$ cat config.mk
export PLATFORM = sky130hd
export DESIGN_NAME = booth_r4_seq_mac
export DESIGN_NICKNAME = d
export VERILOG_FILES = /design/src/rtl/booth_r4_seq_mac.sv
export SDC_FILE = /design/constraint.sdc
export NUM_CORES = 1
export LEC_CHECK = 0
export ABC_AREA = 1
export CAP_MARGIN = 10
export CELL_PAD_IN_SITES_DETAIL_PLACEMENT = 0
export CELL_PAD_IN_SITES_GLOBAL_PLACEMENT = 2
export CORE_ASPECT_RATIO = 0.5
export CORE_UTILIZATION = 36
export CTS_BUF_LIST = sky130_fd_sc_hd__clkbuf_8
export CTS_CLUSTER_DIAMETER = 30
export DETAILED_ROUTE_END_ITERATION = 10
export GPL_TIMING_DRIVEN = 0
export PLACE_DENSITY_LB_ADDON = 0.1
export SLEW_MARGIN = 10
export SYNTH_ARGS = -nofsm -noshare
export SYNTH_HDL_FRONTEND = slang
export SYNTH_SLANG_ARGS = --single-unit
$ cat constraint.sdc
create_clock -name clk -period 6.7 [get_ports clk]
set_input_delay 1.34 -clock clk [delete_from_list [all_inputs] [get_ports clk]]
set_output_delay 1.34 -clock clk [all_outputs]
set_load 0.02 [all_outputs]
$ cat src/rtl/booth_r4_seq_mac.sv
// Sequential radix-4 Booth multiply-accumulate stage.
// One operand pair per input handshake, one Booth digit retired per clock,
// the finished 2W-bit product added into a wrapping ACC_W-bit accumulator.
module booth_r4_seq_mac #(
   parameter int unsigned W     = 8,
   parameter int unsigned ACC_W = 20
) (
   input  logic             clk,
   input  logic             rst,
   input  logic             in_valid,
   output logic             in_ready,
   input  logic [W-1:0]     a,
   input  logic [W-1:0]     b,
   input  logic             acc_clr,
   output logic             out_valid,
   input  logic             out_ready,
   output logic [ACC_W-1:0] acc_out,
   output logic             busy
);

   localparam int unsigned DIGITS = W / 2;
   localparam int unsigned CNT_W  = (DIGITS > 1) ? $clog2(DIGITS) : 1;
   localparam int unsigned PP_W   = W + 1;
   localparam int unsigned SUM_W  = W + 2;
   localparam int unsigned LO_W   = SUM_W / 2;
   localparam int unsigned HI_W   = SUM_W - LO_W;

   typedef enum logic [1:0] {
      S_IDLE,
      S_CALC,
      S_ACCUM,
      S_DONE
   } state_t;

   state_t             r_state;
   logic [W-1:0]       r_a;
   logic [W:0]         r_mq;        // multiplier with b[-1]=0 appended, shifts right 2 per digit
   logic [SUM_W-1:0]   r_hi;        // running upper part of the product, aligned to the current digit
   logic [W-1:0]       r_lo;        // retired low product bits, filled from the top
   logic [CNT_W-1:0]   r_cnt;
   logic               r_clr;
   logic [ACC_W-1:0]   r_acc;
   logic               r_out_valid;
   logic               r_in_ready;
   logic               r_busy;

   logic               w_zero;
   logic               w_neg;
   logic               w_two;
   logic [PP_W-1:0]    w_mag;
   logic [PP_W-1:0]    w_pp;
   logic               w_cin;
   logic [SUM_W-1:0]   w_y;
   logic [LO_W:0]      w_lo_sum;
   logic [HI_W-1:0]    w_hi_sum0;
   logic [HI_W-1:0]    w_hi_sum1;
   logic [SUM_W-1:0]   w_sum;
   logic [2*W-1:0]     w_prod;
   logic [ACC_W-1:0]   w_prod_ext;
   logic               w_last;

   // Booth recoding of the current multiplier triplet {b[2i+1], b[2i], b[2i-1]}
   always_comb begin
      w_zero = 1'b0;
      w_neg  = 1'b0;
      w_two  = 1'b0;
      case (r_mq[2:0])
         3'b000, 3'b111: w_zero = 1'b1;
         3'b001, 3'b010: w_two  = 1'b0;
         3'b011:         w_two  = 1'b1;
         3'b100: begin
            w_neg = 1'b1;
            w_two = 1'b1;
         end
         3'b101, 3'b110: w_neg = 1'b1;
         default:        w_zero = 1'b1;
      endcase
   end

   // Partial product: a or 2a, ones-complemented with carry-in for negative digits.
   // Complementing inside W+1 bits and sign-extending afterwards keeps -2*(-2^(W-1)) exact.
   assign w_mag = w_two ? {r_a, 1'b0} : {r_a[W-1], r_a};
   assign w_pp  = w_zero ? '0 : (w_neg ? ~w_mag : w_mag);
   assign w_cin = w_neg & ~w_zero;
   assign w_y   = {w_pp[PP_W-1], w_pp};

   // Carry-select add: low half ripples, high half precomputed for both carries
   assign w_lo_sum  = {1'b0, r_hi[LO_W-1:0]} + {1'b0, w_y[LO_W-1:0]} + (LO_W+1)'(w_cin);
   assign w_hi_sum0 = r_hi[SUM_W-1:LO_W] + w_y[SUM_W-1:LO_W];
   assign w_hi_sum1 = r_hi[SUM_W-1:LO_W] + w_y[SUM_W-1:LO_W] + HI_W'(1);
   assign w_sum     = {(w_lo_sum[LO_W] ? w_hi_sum1 : w_hi_sum0), w_lo_sum[LO_W-1:0]};

   assign w_prod     = {r_hi[W-1:0], r_lo};
   assign w_prod_ext = ACC_W'($signed(w_prod));
   assign w_last     = (r_cnt == CNT_W'(DIGITS - 1));

   // Control FSM and datapath registers with registered handshake outputs
   always_ff @(posedge clk or posedge rst) begin
      if (rst) begin
         r_state     <= S_IDLE;
         r_a         <= '0;
         r_mq        <= '0;
         r_hi        <= '0;
         r_lo        <= '0;
         r_cnt       <= '0;
         r_clr       <= 1'b0;
         r_acc       <= '0;
         r_out_valid <= 1'b0;
         r_in_ready  <= 1'b1;
         r_busy      <= 1'b0;
      end else begin
         case (r_state)
            S_IDLE: begin
               if (in_valid) begin
                  r_a        <= a;
                  r_mq       <= {b, 1'b0};
                  r_clr      <= acc_clr;
                  r_hi       <= '0;
                  r_lo       <= '0;
                  r_cnt      <= '0;
                  r_in_ready <= 1'b0;
                  r_busy     <= 1'b1;
                  r_state    <= S_CALC;
               end
            end
            S_CALC: begin
               r_hi  <= {{2{w_sum[SUM_W-1]}}, w_sum[SUM_W-1:2]};
               r_lo  <= {w_sum[1:0], r_lo[W-1:2]};
               r_mq  <= {2'b00, r_mq[W:2]};
               r_cnt <= r_cnt + CNT_W'(1);
               if (w_last) begin
                  r_state <= S_ACCUM;
               end
            end
            S_ACCUM: begin
               r_acc       <= (r_clr ? '0 : r_acc) + w_prod_ext;
               r_out_valid <= 1'b1;
               r_state     <= S_DONE;
            end
            S_DONE: begin
               if (out_ready) begin
                  r_out_valid <= 1'b0;
                  r_busy      <= 1'b0;
                  r_in_ready  <= 1'b1;
                  r_state     <= S_IDLE;
               end
            end
            default: begin
               r_state <= S_IDLE;
            end
         endcase
      end
   end

   assign in_ready  = r_in_ready;
   assign out_valid = r_out_valid;
   assign acc_out   = r_acc;
   assign busy      = r_busy;

endmodule

==> key figures, run 1 <==
Route
  • Routed vias: 3874
  • Drt pass-1 iters: 7
  • Remaining DRCs: 0
  • DRT antenna net count: 0
  • Post-Route WL: about 11000 µm
  • WL/cell: around 13 µm
  • Via density: 4.55
  • DRT iter0 DRCs: approximately 140

Worst setup path
  • Crit path DAT: ~3100 ps
  • Crit path max fanout: 10
  • CP peak stage delay: between 500 and 600 ps
  • Req. time, crit path: approximately 7000 ps
  • Crit-path slowest cell: clkbuf_1
  • Critical Path Most Common Cell: nand2_1
  • Crit path launch type: register
  • Crit-path cells: clkbuf_1 > clkbuf_1 > nor2_1 > ha_1 > nand2_1 > inv_1 > a21oi_1 > nand3_2 > nand2_1 > nand3_1 > nand3_1 > nand2_1
  • CP Capture Type: register
  • Setup CP Type: reg2reg

Status
  • Status: complete, no violations

Timing
  • Max Clock Freq: around 350 MHz
  • RSZ-0062 raised after global routing: no
  • Fin. Hold Viols: 0
  • Slew HR: a little under 50%
  • Final setup fails: 0
  • Period utilisation layout: 43.0%
  • Hold_ws: slightly below 500 ps
  • Post-route worst setup slack: approximately 3800 ps
  • Clock Skew: 13.7 ps
  • Tightest Pin Transition: approximately 770 ps
  • TNS Setup: 0 ps
  • Tmin final: 2880 ps
  • Max Slew Vio Count: 0

Synthesis
  • Mapped Cells: 627
  • Synth Register Bits: 61
  • Post-synth ARST share: 100%
  • Yosys warns: 0
  • Post-Syn Area: between 0.004 and 0.005 mm²
  • Syn avg cell area: 7.06 µm²
  • Post-synth EDFFs: 0
  • Synth unique cells: slightly above 40
  • Net count after synthesis: a little under 700
  • Sequential fraction of the synthesis area: about a third
  • Dominant synthesized flop cell: dfrtp_1

Place
  • Routability cong.: approximately 0.81
  • Pre-CTS setup slack: about 3800 ps
  • IO Port Bufs: 43
  • DP HPWL: around 8700 µm

Power
  • VDD IR max: 0.159 mV
  • P per Cell Area: 523 mW/mm²
  • LEAKAGE: roughly 2.7 nW
  • Tot Pwr: 0.00275 W

GRT
  • Initial antenna violation count: 0
  • GRT Util Overall: 19.3%
  • First-pass GRT wire length: 19100 µm
  • Largest net degree at the start of global routing: 62
  • Vias in the first global route: roughly 3800
  • Total gr overflow: 0

Floorplanning
  • Cell Rows: 28
  • Die Width: 159 µm
  • Core box area: ~0.012 mm²
  • Die ar.: about 0.013 mm²
  • Initial cell density of the core: between 30% and 40%
  • Number of top-level pins: 44
  • Die Ht: approximately 80 µm

Final layout
  • Layout area overhead: 18.8%
  • Nets@finish: 739
  • # diodes: 0
  • Ratio of cells with drive above 1 in the final layout: 8.16%

Job
  • Max-cap violations: 0

Clock network
  • Hold_buf cts: 0
  • Root Buffer: clkbuf_8
  • Clock slew at reported path FFs: approximately 80 ps
  • Post-cts resize count: 0
  • H-tree depth: 3
  • Setup bufs post-CTS: 0
  • CTS max path bufs: 2
  • Clk sinks: around 60
  • CTS tree: built
  • Clock Latency Late Sink: between 300 and 400 ps
  • CTS buffer count: 9

Hold path
  • HP Class: reg2reg
[sequential cells by signal, summed over array words and instances (netlist names)]
signal     flops
acc_out       20
busy           1
in_ready       1
out_valid      1
r_a            8
r_clr          1
r_cnt          2
r_hi           8
r_lo           8
r_mq           9
r_state        2
[through the flow]
stage               std cells  cell area, µm²  util (%)
finish                    851            5260      44.2
global route              851            5260      44.2
CTS                       851            5260      44.2
detailed placement        835            5070      42.5
global placement          835            5060      42.5
floorplan                 627            4430         -
[worst max-delay path: cells and delay by family (launching register included)]
kind                     cells  cell delay (ps)
flip-flops                   1              400
AO/OA/AOI/OAI                1              170
adder cells (fa/ha/maj)      1              370
buffers and inverters        3             1070
AND/OR/NAND/NOR              7              760
[synthesized netlist by cell type, types with 2 or more instances]
| cell | n | share of area, % |
|---|---|---|
| nand2_1 | 196 | 17 |
| inv_1 | 96 | 8.1 |
| dfrtp_1 | 60 | 34 |
| nor2_1 | 57 | 4.8 |
| o21ai_0 | 36 | 4.1 |
| ha_1 | 33 | 9.3 |
| nand3_1 | 29 | 3.3 |
| a21oi_1 | 19 | 2.1 |
| o22ai_1 | 11 | 1.6 |
| a31oi_1 | 7 | 0.99 |
| buf_2 | 7 | 0.79 |
| nand3b_1 | 7 | 1.2 |
| nand2_2 | 5 | 0.71 |
| nor2_2 | 5 | 0.71 |
| o21ai_1 | 5 | 0.57 |
| xnor2_1 | 5 | 0.99 |
| clkbuf_1 | 4 | 0.34 |
| fa_1 | 4 | 1.8 |
| nand3_2 | 4 | 0.90 |
| nor3_1 | 4 | 0.45 |
| a21oi_2 | 3 | 0.59 |
| inv_2 | 3 | 0.25 |
| o211ai_1 | 3 | 0.51 |
| o21ai_2 | 3 | 0.59 |
| nand4_1 | 2 | 0.28 |
| nor2_4 | 2 | 0.51 |
| nor3b_1 | 2 | 0.34 |
| xor2_1 | 2 | 0.40 |
[kinds of logic (layout without fill, tap and decap cells)]
family / Yosys count / in the layout / share of synthesized area [%]
adders and majority gates: 37 / 37 / 11.1
DFF: 61 / 61 / 34.5
xor gates and xnor gates: 7 / 7 / 1.38
buffers and inverters: 112 / 171 / 9.95
muxes: 2 / 2 / 0.565
AOI/OAI and AO/OA: 91 / 91 / 11.9
and+or+nand+nor: 317 / 317 / 30.6
[layout make-up]
type                            count  area, µm²
Sequential cell                    61       1530
Tap cell                          165        206
Clock inverter                      5       42.5
Inverter                           99        374
Multi-Input combinational cell    454       2460
Timing Repair Buffer               43        430
Clock buffer                       11        151
Buffer                             13       68.8
Fill cell                        1288       6650
[cells in the final DEF (no fill, tap or decap), types with 2 or more instances in the layout]
master / synthesis / layout
a21oi_1: 19 / 19
a21oi_2: 3 / 3
a31oi_1: 7 / 7
buf_2: 7 / 7
clkbuf_1: 4 / 4
clkbuf_8: 0 / 11
clkdlybuf4s50_1: 0 / 43
clkinv_4: 0 / 2
dfrtp_1: 60 / 60
fa_1: 4 / 4
ha_1: 33 / 33
inv_1: 96 / 95
inv_2: 3 / 3
inv_6: 0 / 2
nand2_1: 196 / 196
nand2_2: 5 / 5
nand3_1: 29 / 29
nand3_2: 4 / 4
nand3b_1: 7 / 7
nand4_1: 2 / 2
nor2_1: 57 / 57
nor2_2: 5 / 5
nor2_4: 2 / 2
nor3_1: 4 / 4
nor3b_1: 2 / 2
o211ai_1: 3 / 3
o21ai_0: 36 / 36
o21ai_1: 5 / 5
o21ai_2: 3 / 3
o22ai_1: 11 / 11
xnor2_1: 5 / 5
xor2_1: 2 / 2
[report_power, final]
group / leakage (nW) / internal (W) / switching (W)
sequential: 0.766 / 0.000536 / 0.000125
combinational: 1.85 / 0.000668 / 0.00109
clock: 0.0965 / 0.000158 / 0.000175
[final timing paths]
kind                                     start                       to  slack [ps]  cells past startpoint
min in group asynchronous                  rst      r_lo[2]$_DFFE_PP0P_        1480                      2
min                        r_mq[8]$_DFFE_PP0P_      r_mq[8]$_DFFE_PP0P_         480                      2
max reg2reg                  r_clr$_DFFE_PP0P_  acc_out[18]$_DFFE_PP0P_        3820                     12
max                          r_clr$_DFFE_PP0P_  acc_out[18]$_DFFE_PP0P_        3820                     12
min reg2reg                r_mq[8]$_DFFE_PP0P_      r_mq[8]$_DFFE_PP0P_         480                      2
max in group asynchronous                  rst      r_hi[6]$_DFFE_PP0P_        4720                      2
[layer usage]
layer | vias to the layer above | share of wire (%) | track usage, %
met4 | 0 | 0.80 | 4.37
met5 | - | 0 | 0
met3 | 9 | 3.2 | 4.34
met1 | 1714 | 58 | 28.6
met2 | 54 | 38 | 27.9
li1 | 2097 | - | -
Note: power is estimated with default switching activity, not from simulation.
==> run 2, diff against run 1 <==
Settings changed: CORE_UTILIZATION 36 to 34.
Clock period 6.7 ns to 2.7 ns, I/O delays scaled along.
==> run 2 against run 1 <==
  * Clock skew is 0.56 ps lower
  * Die area rose by 5.8%
  * Total power increased to 2.6 times the previous value
  * Non-clock buffer count increased by 6
  * Critical path type unchanged
==> key figures, run 2 (synthesis results as in run 1) <==
Status
  • Status: complete, no violations

Place
  • Routability cong.: 0.809 (about the same)
  • DP HPWL: 8890 µm (+2.4%)
  • IO Port Bufs: 43 (unchanged)
  • Placed Cells incl. Taps: 840 (+0.60%)

Clock network
  • CTS max path bufs: 2 (unchanged)
  • CTS tree: built
  • Clk sinks: 61 (unchanged)
  • H-tree depth: 3 (unchanged)
  • Hold_buf cts: 0 (unchanged)
  • CTS buffer count: 9 (unchanged)
  • Root Buffer: clkbuf_8
  • Clock Latency Late Sink: 360 ps (about the same)
  • Clock slew at reported path FFs: 80 ps (about the same)

GRT
  • First-pass GRT wire length: 18800 µm (-1.7%)
  • Vias in the first global route: 3714 (-1.1%)
  • Initial antenna violation count: 0 (unchanged)
  • Largest net degree at the start of global routing: 62 (unchanged)
  • Total gr overflow: 0 (unchanged)
  • GRT Util Overall: 18.6% (-0.73 points)

Route
  • DRT antenna net count: 0 (unchanged)
  • DRT iter0 DRCs: 178 (+32%)
  • Via density: 4.54 (-0.26%)
  • Remaining DRCs: 0 (unchanged)
  • Routed vias: 3914 (+1.0%)
  • WL/cell: 13.4 µm (+3.4%)
  • Drt pass-1 iters: 4 (-3)
  • Post-Route WL: 11600 µm (+4.8%)

Final layout
  • # diodes: 0 (unchanged)
  • Non-Filler Instances: 862 (+1.3%)
  • Most common cell after layout, fill and taps aside: nand2_1
  • Nets@finish: 745 (+0.81%)
  • Commonest non-fill, non-tap cells in the layout: nand2_1 (193), inv_1 (92), dfrtp_1 (59)
  • Max reg flops: 20 (unchanged)
  • Layout area overhead: 21.2%
  • Ratio of cells with drive above 1 in the final layout: 11.8% (+3.7 points)

Worst setup path
  • CP peak stage delay: 550 ps (about the same)
  • Crit-path slowest cell: fa_2
  • Req. time, crit path: 2950 ps (-4010 ps)
  • Crit path launch type: register
  • WP buf/inv: 3 (unchanged)
  • Critical Path Most Common Cell: nand2_1
  • Crit-path cells: nor2_2 > nand2_1 > o21ai_2 > buf_6 > nor2_2 > a21oi_2 > nand2_1 > o21ai_2 > ha_2 > inv_2 > fa_2 > inv_2 > ha_4 > o211ai_1 > nand2_1
  • Setup CP Type: reg2reg
  • Top delay family on crit path: adder cells
  • Crit path DAT: 2840 ps (-300 ps)
  • CP Capture Type: register
  • Crit path max fanout: 5 (-5)

Timing
  • Tmin final: 2590 ps (-288 ps)
  • Fin. Hold Viols: 0 (unchanged)
  • Slew HR: 47.6% (-1.2 points)
  • Final setup fails: 0 (unchanged)
  • Clock Skew: 13.1 ps (-0.561 ps)
  • Tightest Pin Transition: 786 ps (+18.2 ps)
  • RSZ-0062 raised after global routing: yes
  • Max Clock Freq: 386 MHz (+11%)
  • Max Slew Vio Count: 0 (unchanged)
  • Period utilisation layout: 96.0% (+53 points)
  • TNS Setup: 0 ps (unchanged)

Floorplanning
  • Number of top-level pins: 44 (unchanged)
  • Die Ht: 82.7 µm (+2.8%)
  • Die Width: 163 µm (+2.9%)
  • Initial cell density of the core: 34.9% (-2.3 points)
  • Cell Rows: 29 (+3.6%)
  • Core box area: 0.0127 mm² (+6.6%)
  • Die ar.: 0.0135 mm² (+5.8%)

Power
  • Internal power: 0.00354 W (+160%)
  • Clock power frac: 10.8% (-1.3 points)
  • P per Cell Area: 1330 mW/mm² (+150%)
  • Sw Share: 50.3% (-0.21 points)
  • Tot Pwr: 0.00712 W (+160%)
  • LEAKAGE: 2.74 nW (+1.2%)
  • Net switching power: 0.00358 W (+160%)
  • Combinational share of power: 65.5% (+1.6 points)
  • VDD IR max: 0.374 mV (+140%)
  • Part of the power in registers: 23.7% (-0.3 points)

Hold path
  • HP Class: reg2reg

Job
  • Max-cap violations: 0 (unchanged)
run 2: power by group through the flow:
stage	clock network, W	logic, W	registers [W]
after floorplan	0	0.00309	0.00173
after global placement	0	0.00437	0.00166
after detailed placement	0	0.00439	0.00167
after CTS	0.000807	0.00443	0.00168
after global routing	0.000851	0.00533	0.00174
final	0.000771	0.00466	0.00168
run 2: metrics by stage:
step	setup WS (ps)	hold WS [ps]	instance area [µm²]	utilization (%)
2_1_floorplan	205	442	4430	-
3_3_place_gp	-616	462	5070	39.9
3_5_place_dp	-150	463	5070	40.0
4_1_cts	-2.89	485	5280	41.5
5_1_grt	-82.4	507	5370	42.3
6_report	108	482	5370	42.3
run 2: final timing paths:
kind	end	startpoint	cells after the start	slack, ps
setup reg to reg	r_hi[4]$_DFFE_PP0P_	r_mq[0]$_DFFE_PP0P_	15	110
hold reg to reg	r_mq[7]$_DFFE_PP0P_	r_mq[7]$_DFFE_PP0P_	2	480
hold / removal	r_mq[7]$_DFFE_PP0P_	r_mq[7]$_DFFE_PP0P_	2	480
max in group asynchronous	r_clr$_DFFE_PP0P_	rst	2	1460
min in group asynchronous	r_state[1]$_DFFE_PP0P_	rst	2	680
setup / recovery	r_hi[4]$_DFFE_PP0P_	r_mq[0]$_DFFE_PP0P_	15	110
run 2: final cells by class:
cell class              count  area (µm²)
repair buffers             50         483
clock inverters             7        51.3
well taps                 170         213
clock buffers               9         124
multi-input cells         454        2520
inverters                  99         377
flip-flops and latches     61        1530
plain buffers              12        66.3
fillers                  1384        7330
run 2: tightest hold or removal path, cell delays in order (launching register included):
cell and delay [ps]:
dfrtp_1 350, nand2_1 60, nand2_1 50
run 2: what timing repair did:
action | 4_1_cts | 5_1_grt
cloned | 0 | 0
setup buffers | 3 | 4
gates resized for setup | 4 | 20
hold endpoints to repair | 0 | 0
pin swaps | 1 | 8
endpoints found under the setup margin | 13 | 10
run 2: layer usage:
metal  part of all wire, %  vias to the layer above  track usage [%]
li1                      -                     2104                -
met4                  0.81                        0             4.21
met1                    57                     1744             26.8
met2                    40                       57             27.6
met3                   2.6                        9             4.40
met5                     0                        -                0
